===== config.mk =====
export PLATFORM = sky130hd
export DESIGN_NAME = sprite_draw_engine
export DESIGN_NICKNAME = d
export VERILOG_FILES = /design/src/rtl/sprite_draw_engine.sv
export SDC_FILE = /design/constraint.sdc
export NUM_CORES = 1
export LEC_CHECK = 0
export ABC_AREA = 0
export CELL_PAD_IN_SITES_DETAIL_PLACEMENT = 0
export CELL_PAD_IN_SITES_GLOBAL_PLACEMENT = 1
export CORE_AREA = 2 2 87 123
export DETAILED_ROUTE_END_ITERATION = 12
export DIE_AREA = 0 0 89 125
export PLACE_DENSITY_LB_ADDON = 0.2
export SYNTH_ARGS = -nofsm -noshare
export SYNTH_HDL_FRONTEND = slang
export SYNTH_SLANG_ARGS = --single-unit
export TNS_END_PERCENT = 20

===== constraint.sdc =====
create_clock -name clock -period 3.5 [get_ports clock]
set_input_delay 0.35 -clock clock [delete_from_list [all_inputs] [get_ports clock]]
set_output_delay 0.35 -clock clock [all_outputs]
set_load 0.02 [all_outputs]

===== src/rtl/sprite_draw_engine.sv =====
// Sprite draw stage: background repaint or character paint of one SPR_W x SPR_H footprint, one pixel per cycle; SPRITE_DIR_FLIP_EN adds horizontal mirroring.
// Latency: request edge at c -> plots c+2..c+SPR_W*SPR_H+1, done pulse at c+SPR_W*SPR_H+2; no backpressure, every plot is accepted.
module sprite_draw_engine #(
    parameter int              SPR_W       = 8,
    parameter int              SPR_H       = 8,
    parameter int              SCR_W       = 320,
    parameter int              SCR_H       = 240,
    parameter int              CW          = 9,
    parameter logic [CW-1:0]   TRANSPARENT = 'h1C7,
    localparam int             CHR_AW      = $clog2(SPR_W*SPR_H)
) (
    input  logic              clock,
    input  logic              resetn,
    input  logic              drawBG,
    input  logic              drawChar,
    input  logic [8:0]        xCoordinate,
    input  logic [7:0]        yCoordinate,
    input  logic [1:0]        dir,
    output logic [16:0]       bg_addr,
    input  logic [CW-1:0]     bg_q,
    output logic [CHR_AW-1:0] chr_addr,
    input  logic [CW-1:0]     chr_q,
    output logic              plot,
    output logic [8:0]        vga_x,
    output logic [7:0]        vga_y,
    output logic [CW-1:0]     colour,
    output logic              doneBG,
    output logic              doneChar
);

    localparam int CXW = $clog2(SPR_W);
    localparam int RYW = $clog2(SPR_H);

    typedef enum logic [1:0] {IDLE, RUN, DRAIN, DONE} state_t;

    state_t           state_q, state_d;
    logic             drawBG_q, drawChar_q;
    logic             mode_q, mode_d;
    logic [9:0]       ox_q, ox_d, oy_q, oy_d;
    logic [CXW-1:0]   col_q, col_d, chr_col;
    logic [RYW-1:0]   row_q, row_d;
    logic             s1_vld_q, s1_vld_d, s1_on_q, s1_on_d;
    logic [8:0]       s1_x_q, s1_x_d;
    logic [7:0]       s1_y_q, s1_y_d;

    logic             req_bg, req_chr, req_any, issue, last_pix, on_scr;
    logic [10:0]      px, py;
    logic             unused_dir;

    assign req_bg   = drawBG & ~drawBG_q;
    assign req_chr  = drawChar & ~drawChar_q;
    assign req_any  = req_bg | req_chr;
    assign issue    = (state_q == RUN);
    assign last_pix = (col_q == CXW'(SPR_W-1)) && (row_q == RYW'(SPR_H-1));
    assign unused_dir = ^dir;

    // Origin is signed; one extra bit keeps origin+offset from overflowing.
    assign px     = {ox_q[9], ox_q} + 11'(col_q);
    assign py     = {oy_q[9], oy_q} + 11'(row_q);
    assign on_scr = ~px[10] && (px < 11'(SCR_W)) && ~py[10] && (py < 11'(SCR_H));

`ifdef SPRITE_DIR_FLIP_EN
    logic flip_q, flip_d;
    always_comb begin
        flip_d = flip_q;
        if (state_q == IDLE && req_any) flip_d = dir[0];
    end
    always_ff @(posedge clock or negedge resetn) begin
        if (!resetn) flip_q <= 1'b0;
        else         flip_q <= flip_d;
    end
    assign chr_col = flip_q ? (CXW'(SPR_W-1) - col_q) : col_q;
`else
    assign chr_col = col_q;
`endif

    always_ff @(posedge clock or negedge resetn) begin
        if (!resetn) state_q <= IDLE;
        else         state_q <= state_d;
    end

    always_comb begin
        state_d = state_q;
        case (state_q)
            IDLE:    if (req_any) state_d = RUN;
            RUN:     if (last_pix) state_d = DRAIN;
            DRAIN:   state_d = DONE;
            DONE:    state_d = IDLE;
            default: state_d = IDLE;
        endcase
    end

    always_comb begin
        mode_d   = mode_q;
        ox_d     = ox_q;
        oy_d     = oy_q;
        col_d    = col_q;
        row_d    = row_q;
        if (state_q == IDLE && req_any) begin
            mode_d = ~req_bg;
            ox_d   = 10'({1'b0, xCoordinate}) - 10'(SPR_W/2);
            oy_d   = 10'({2'b0, yCoordinate}) - 10'(SPR_H-1);
            col_d  = '0;
            row_d  = '0;
        end else if (issue) begin
            col_d = col_q + CXW'(1);
            if (col_q == CXW'(SPR_W-1)) row_d = row_q + RYW'(1);
        end
        s1_vld_d = issue;
        s1_on_d  = issue & on_scr;
        s1_x_d   = px[8:0];
        s1_y_d   = py[7:0];
    end

    always_ff @(posedge clock or negedge resetn) begin
        if (!resetn) begin
            drawBG_q   <= 1'b0;
            drawChar_q <= 1'b0;
            mode_q     <= 1'b0;
            ox_q       <= '0;
            oy_q       <= '0;
            col_q      <= '0;
            row_q      <= '0;
            s1_vld_q   <= 1'b0;
            s1_on_q    <= 1'b0;
            s1_x_q     <= '0;
            s1_y_q     <= '0;
        end else begin
            drawBG_q   <= drawBG;
            drawChar_q <= drawChar;
            mode_q     <= mode_d;
            ox_q       <= ox_d;
            oy_q       <= oy_d;
            col_q      <= col_d;
            row_q      <= row_d;
            s1_vld_q   <= s1_vld_d;
            s1_on_q    <= s1_on_d;
            s1_x_q     <= s1_x_d;
            s1_y_q     <= s1_y_d;
        end
    end

    always_comb begin
        bg_addr  = '0;
        chr_addr = '0;
        if (issue) begin
            chr_addr = {row_q, chr_col};
            if (on_scr) bg_addr = 17'(py[7:0]) * 17'(SCR_W) + 17'(px[8:0]);
        end
        // ROM data lines up with stage 1 because both ROMs have one cycle of latency.
        plot     = s1_vld_q & s1_on_q & ~(mode_q & (chr_q == TRANSPARENT));
        colour   = s1_vld_q ? (mode_q ? chr_q : bg_q) : '0;
        vga_x    = s1_x_q;
        vga_y    = s1_y_q;
        doneBG   = (state_q == DONE) & ~mode_q;
        doneChar = (state_q == DONE) & mode_q;
    end

endmodule


==> results of run 1 <==
synth_stat cells, types with 3 or more instances:
cell      count
o21ai_0      22
nor2b_1      13
nand3_1       5
nor2_1       21
a21oi_1      14
a21o_1        3
clkbuf_1      5
nand4_1       3
inv_1        20
nand2_1      43
nor3_1        6
xnor2_1      21
and2_1        8
nor2_2        8
mux2i_1      10
fa_1          4
ha_1         30
and3_1        3
dfrtp_1      49
xor2_1       18
per-layer routing:
layer / up-vias / part of all wire, % / global-route usage [%] / wire (µm)
met4: 0 / 3.0 / 5.71 / 244
met2: 58 / 53 / 28.4 / 4400
met5: - / 0 / 0 / 0
li1: 1482 / - / - / -
met3: 17 / 3.4 / 2.64 / 278
met1: 1376 / 40 / 18.2 / 3330
sequential cells by signal, summed over array words and instances (netlist names), 2 cells and up:
name / flops
ox_q: 10
oy_q: 9
vga_x: 9
vga_y: 8
chr_col: 3
row_q: 3
state_q: 2
per-stage QoR:
step | setup TNS (ns) | setup WS (ns) | cell area, µm²
after global routing | -2.84 | -0.620 | 5180
after detailed placement | -3.74 | -0.704 | 4800
after CTS | -2.36 | -0.431 | 5080
after global placement | -3.29 | -0.635 | 4800
final | -1.65 | -0.451 | 5180
after floorplan | -0.293 | -0.247 | 3300
timing repair:
action,in CTS,in global routing
cloned,0,0
resized for setup,58,24
buffers inserted,6,2
pin swaps,18,10
setup endpoints to repair,17,9
hold endpoints to repair,0,0
worst max path at each step:
stage / slack (ns) / startpoint / endpoint / depth (start not counted)
2_1_floorplan: -0.25 / row_q[0] / bg_addr[16] / 14
3_3_place_gp: -0.64 / oy_q[2] / bg_addr[16] / 14
3_5_place_dp: -0.70 / oy_q[2] / bg_addr[15] / 15
4_1_cts: -0.43 / chr_col[1] / bg_addr[9] / 13
5_1_grt: -0.62 / oy_q[0] / bg_addr[16] / 15
6_report: -0.45 / row_q[0] / bg_addr[16] / 15
power breakdown:
part           total [mW]  switching [mW]  internal [mW]
sequential           1.02           0.207          0.809
clock               0.477           0.215          0.262
combinational        3.83            1.86           1.98
logic make-up (layout without fill, tap and decap cells):
kind of cell / after synthesis / count (layout) / synth area share, %
xor+xnor: 39 / 39 / 10.5
buf+inv: 27 / 186 / 3.34
compound gates: 58 / 58 / 11.7
flops: 49 / 49 / 37.6
mux: 10 / 10 / 3.07
fa+ha+maj: 34 / 34 / 14.0
simple gates: 124 / 124 / 19.8
critical path: cells and delay by family, from the launching register on:
kind	cells	cell delay, ns
adders and majority gates	4	1.22
AOI/OAI and AO/OA	5	0.70
and+or+nand+nor	2	0.49
xor gates and xnor gates	2	0.39
DFF	1	0.35
buffers and inverters	2	0.17
layout make-up:
class                      instances  area (µm²)
clock buffer                       5         125
clock inverter                     3        17.5
fill                             991        4950
inverter                          20        75.1
multi-input combinational        265        2180
sequential                        49        1230
tap                              138         173
timing repair buffer             158        1390
==> impl_metrics.env, run 1 <==
export IMPL_crit_type="reg2out"
export IMPL_drc=0
export IMPL_violations="negative setup slack"
export IMPL_synth_area_per_cell_um2=9.56
export IMPL_syn_num_nets=416
export IMPL_synth_seq_cells=49
export IMPL_ys_async_sr_fraction_pct=100
export IMPL_num_antenna_cells=0
export IMPL_first_iter_violations=65
export IMPL_power_leakage_nw=2.37
export IMPL_root_buffer="clkbuf_16"
export IMPL_ys_types=48
export IMPL_gp_congestion=0.779
export IMPL_synthCells=341
export IMPL_overflow=0
export IMPL_dieArea_mm2=0.0111
export IMPL_period_share_pct=113
export IMPL_synth_area_leaders="dfrtp_1 38%, ha_1 12%, xnor2_1 5.6%, nand2_1 5.0%, xor2_1 4.8%"
export IMPL_die_width_um=89
export IMPL_hp_class="in2async"
export IMPL_slew_violations=0
export IMPL_finClkSkew_ns=0.00668
export IMPL_track_usage_pct=15.8
export IMPL_yosysWarningCount=0
export IMPL_cts_buffer_depth=2
export IMPL_setup_viol=6
export IMPL_dp_cells=622
export IMPL_critPathRequiredTime_ns=3.15
export IMPL_drtPass1Iterations=4
export IMPL_grt_max_degree=33
export IMPL_p_per_area_mw_per_mm2=1030
export IMPL_worstReg2RegEnd="s1_on_q"
export IMPL_finalWirelength_um=8250
export IMPL_r2r_start="row_q[2]"
export IMPL_path_clk_slew_ns=0.07
export IMPL_synth_seq_area_share_pct=37.6
export IMPL_finalCoreUtilization_pct=51.2
export IMPL_postRouteAntennaNets=0
export IMPL_clkSinkCount=49
export IMPL_yosysTopAreaCellShare_pct=37.6
export IMPL_rsz0062_at_grt="true"
export IMPL_cts_tree="done"
export IMPL_crit_path_frequent_cell="fa_2"
export IMPL_portBuffers=90
export IMPL_fin_crit_ns=3.95
export IMPL_synth_edf_count=0
export IMPL_yosys_area_top_type="dfrtp_1"
export IMPL_start_util_pct=32.2
export IMPL_synthesis_area_mm2=0.00326
export IMPL_routed_via_count=2933
export IMPL_pin_count=93
export IMPL_grt_pass1_wl_um=14000
export IMPL_final_common_cell="clkdlybuf4s50_1"
export IMPL_yosys_most_used_dff="dfrtp_1"
export IMPL_max_cap_violations=0
export IMPL_worst_pin_slew_ns=0.896
export IMPL_hold_buffers=0
export IMPL_end_kind="output pin"
export IMPL_layout_common_cells="72 x clkdlybuf4s50_1, 70 x buf_4, 49 x dfrtp_1, 41 x nand2_1"
export IMPL_numCtsBuffers=5
export IMPL_nNetsFinal=574
export IMPL_finalHoldViolCount=0
export IMPL_reg2reg_depth=11
export IMPL_power_mw=5.33
export IMPL_crit_path_cell_trace="ha_2 > inv_2 > fa_2 > nor2b_2 > o21ai_1 > xnor2_1 > ha_1 > fa_2 > a21o_1 > a21oi_2 > o21ai_0 > xor2_1 > or3_4 > a21oi_4 > buf_6"
export IMPL_htree_levels=2
export IMPL_holdWs_ns=0.0776
export IMPL_wire_per_inst_um=12.9
export IMPL_start_kind="register"
export IMPL_die_h_um=125
export IMPL_clk_latency_ns=0.29
export IMPL_slew_headroom_pct=40.1
export IMPL_core_mm2=0.0101
export IMPL_cp_arrival_ns=3.60
export IMPL_rrSetupSlack_ns=1.21
export IMPL_first_global_vias=3042
export IMPL_fmax_mhz=253
export IMPL_hpwl_um=6640
export IMPL_cp_slowest_stage_delay_ns=0.37
export IMPL_routed_via_density=4.60
export IMPL_status="finished, violations left"
export IMPL_crit_fanout=2
export IMPL_area_growth_pct=59.0
export IMPL_layoutNonFillerInstCount=638
export IMPL_rows=44
export IMPL_antenna_found_initial=0
export IMPL_worst_path_max_delay_cell="fa_2"
export IMPL_layout_drive_gt1_share_pct=27.4
export IMPL_fin_ws_ns=-0.451
export IMPL_ir_drop_mv=0.500
(Power assumes the default switching activity.)
==> inputs of run 2 (changes only) <==
--- a/config.mk
+++ b/config.mk
@@ -11,7 +11,10 @@
 export CORE_AREA = 2 2 87 123
 export DETAILED_ROUTE_END_ITERATION = 12
 export DIE_AREA = 0 0 89 125
+export GPL_ROUTABILITY_DRIVEN = 0
 export PLACE_DENSITY_LB_ADDON = 0.2
+export SETUP_SLACK_MARGIN = 0.2
+export SLEW_MARGIN = 20
 export SYNTH_ARGS = -nofsm -noshare
 export SYNTH_HDL_FRONTEND = slang
 export SYNTH_SLANG_ARGS = --single-unit
==> run 2 against run 1 <==
Clock power barely moved; sequential power about the same; power is essentially flat; largest power group unchanged; flip-flop and latch count stayed put; largest cell class unchanged; clock skew is essentially flat; the flow still finishes with violations (negative setup slack); final cell count is the same.
==> impl_metrics.env, run 2 (synthesis gave the netlist of run 1 again) <==
export IMPL_core_mm2=0.0101
export IMPL_clk_latency_ns=0.29
export IMPL_drtPass1Iterations=4
export IMPL_grt_max_degree=33
export IMPL_finalWirelength_um=8230
export IMPL_finClkSkew_ns=0.00694
export IMPL_antenna_found_initial=0
export IMPL_top_register="ox_q"
export IMPL_die_h_um=125
export IMPL_intPower_mw=3.04
export IMPL_drc=0
export IMPL_nNetsFinal=574
export IMPL_p_per_area_mw_per_mm2=1030
export IMPL_crit_fanout=2
export IMPL_num_antenna_cells=0
export IMPL_clkSinkCount=49
export IMPL_violations="negative setup slack"
export IMPL_switchingPower_mw=2.28
export IMPL_cp_slowest_stage_delay_ns=0.37
export IMPL_p_seq_share_pct=19.1
export IMPL_slew_headroom_pct=40.0
export IMPL_worst_path_max_delay_cell="fa_2"
export IMPL_cts_tree="done"
export IMPL_finalCoreUtilization_pct=51.0
export IMPL_pin_count=93
export IMPL_reg2reg_depth=10
export IMPL_cts_buffer_depth=2
export IMPL_track_usage_pct=15.8
export IMPL_grt_pass1_wl_um=14000
export IMPL_crit_cells=15
export IMPL_end_kind="output pin"
export IMPL_die_width_um=89
export IMPL_power_switching_share_pct=42.9
export IMPL_worst_pin_slew_ns=0.898
export IMPL_dieArea_mm2=0.0111
export IMPL_routed_via_count=2934
export IMPL_power_mw=5.33
export IMPL_setup_viol=6
export IMPL_root_buffer="clkbuf_16"
export IMPL_layout_common_cells="72 x clkdlybuf4s50_1, 70 x buf_4, 49 x dfrtp_1, 41 x nand2_1, 20 x ha_1"
export IMPL_fin_ws_ns=-0.451
export IMPL_area_growth_pct=58.7
export IMPL_period_share_pct=113
export IMPL_overflow=0
export IMPL_p_clk_share_pct=8.9
export IMPL_setup_tns_ns=-1.65
export IMPL_crit_buf_inv=2
export IMPL_holdWs_ns=0.0780
export IMPL_path_clk_slew_ns=0.07
export IMPL_start_util_pct=32.2
export IMPL_max_cap_violations=0
export IMPL_hpwl_um=6640
export IMPL_critPathRequiredTime_ns=3.15
export IMPL_rows=44
export IMPL_first_iter_violations=55
export IMPL_fmax_mhz=253
export IMPL_final_common_cell="clkdlybuf4s50_1"
export IMPL_routed_via_density=4.60
export IMPL_status="finished, violations left"
export IMPL_power_leakage_nw=2.35
export IMPL_postRouteAntennaNets=0
export IMPL_crit_path_frequent_cell="fa_2"
export IMPL_fin_crit_ns=3.95
export IMPL_ir_drop_mv=0.506
export IMPL_comb_power_share_pct=72.0
export IMPL_rsz0062_at_grt="true"
export IMPL_htree_levels=2
export IMPL_slew_violations=0
export IMPL_crit_type="reg2out"
export IMPL_start_kind="register"
export IMPL_finalHoldViolCount=0
export IMPL_rrSetupSlack_ns=1.18
export IMPL_numCtsBuffers=5
export IMPL_wire_per_inst_um=12.9
export IMPL_cp_arrival_ns=3.60
export IMPL_crit_path_cell_trace="ha_2 > inv_2 > fa_2 > nor2b_2 > o21ai_1 > xnor2_1 > ha_1 > fa_2 > a21o_1 > a21oi_2 > o21ai_0 > xor2_1 > or3_4 > a21oi_4 > buf_6"
export IMPL_layout_drive_gt1_share_pct=29.4
export IMPL_path_delay_family="adder cells"
export IMPL_hp_class="in2async"
export IMPL_first_global_vias=3044
export IMPL_largest_reg_flops=10
export IMPL_portBuffers=90
## run 2: cell types whose count changed in the layout (fill, tap and decap cells not counted)
cell | previous run | this run
dlygate4sd2_1 | 8 | 0
clkdlybuf4s15_2 | 1 | 3
nor2_2 | 9 | 10
a21oi_4 | 2 | 3
a21oi_2 | 4 | 3
clkdlybuf4s15_1 | 1 | 0
buf_2 | 4 | 7
nor2_1 | 20 | 19
clkbuf_2 | 0 | 4
## run 2: layer usage
layer | global-route usage [%] | wire, µm | part of all wire (%) | vias up
met5 | 0 | 0 | 0 | -
met4 | 5.71 | 244 | 3.0 | 0
met3 | 2.64 | 283 | 3.4 | 17
met2 | 28.4 | 4420 | 54 | 58
met1 | 18.3 | 3280 | 40 | 1375
li1 | - | - | - | 1484
## run 2: worst paths after layout
path	start	end
worst max register to register	chr_col[2]	s1_on_q
worst max-delay path	row_q[0]	bg_addr[16]
max in group asynchronous	resetn	s1_on_q
worst min-delay path	resetn	ox_q[2]
worst min register to register	ox_q[0]	ox_q[0]
min in group clock	ox_q[0]	ox_q[0]
## run 2: timing repair
action / CTS / global route
setup endpoints to repair: 17 / 17
gates resized for setup: 72 / 32
hold buffers: 0 / 0
pin swaps: 19 / 11
cloned: 0 / 0
endpoints found under the hold margin: 0 / 0
setup buffers: 6 / 2
## run 2: area by class of cell
type / instances / area [µm²]
Fill cell: 986 / 4960
Multi-Input combinational cell: 265 / 2190
Timing Repair Buffer: 158 / 1370
Sequential cell: 49 / 1230
Tap cell: 138 / 173
Clock buffer: 5 / 125
Inverter: 20 / 75.1
Clock inverter: 3 / 17.5
## run 2: through the flow
| stage | cells | worst slack (ns) | cell area, µm² |
|---|---|---|---|
| floorplan | 341 | -0.247 | 3300 |
| global placement | 622 | -0.635 | 4800 |
| detailed placement | 622 | -0.704 | 4800 |
| CTS | 636 | -0.431 | 5090 |
| global route | 638 | -0.620 | 5170 |
| finish | 638 | -0.451 | 5170 |
## run 2: power groups by stage
stage | registers, mW | clock network (mW) | logic, mW
final | 1.02 | 0.476 | 3.84
after global routing | 1.05 | 0.518 | 4.22
after CTS | 1.02 | 0.498 | 3.71
after detailed placement | 1.02 | 0 | 3.52
after global placement | 1.02 | 0 | 3.47
after floorplan | 1.11 | 0 | 1.84
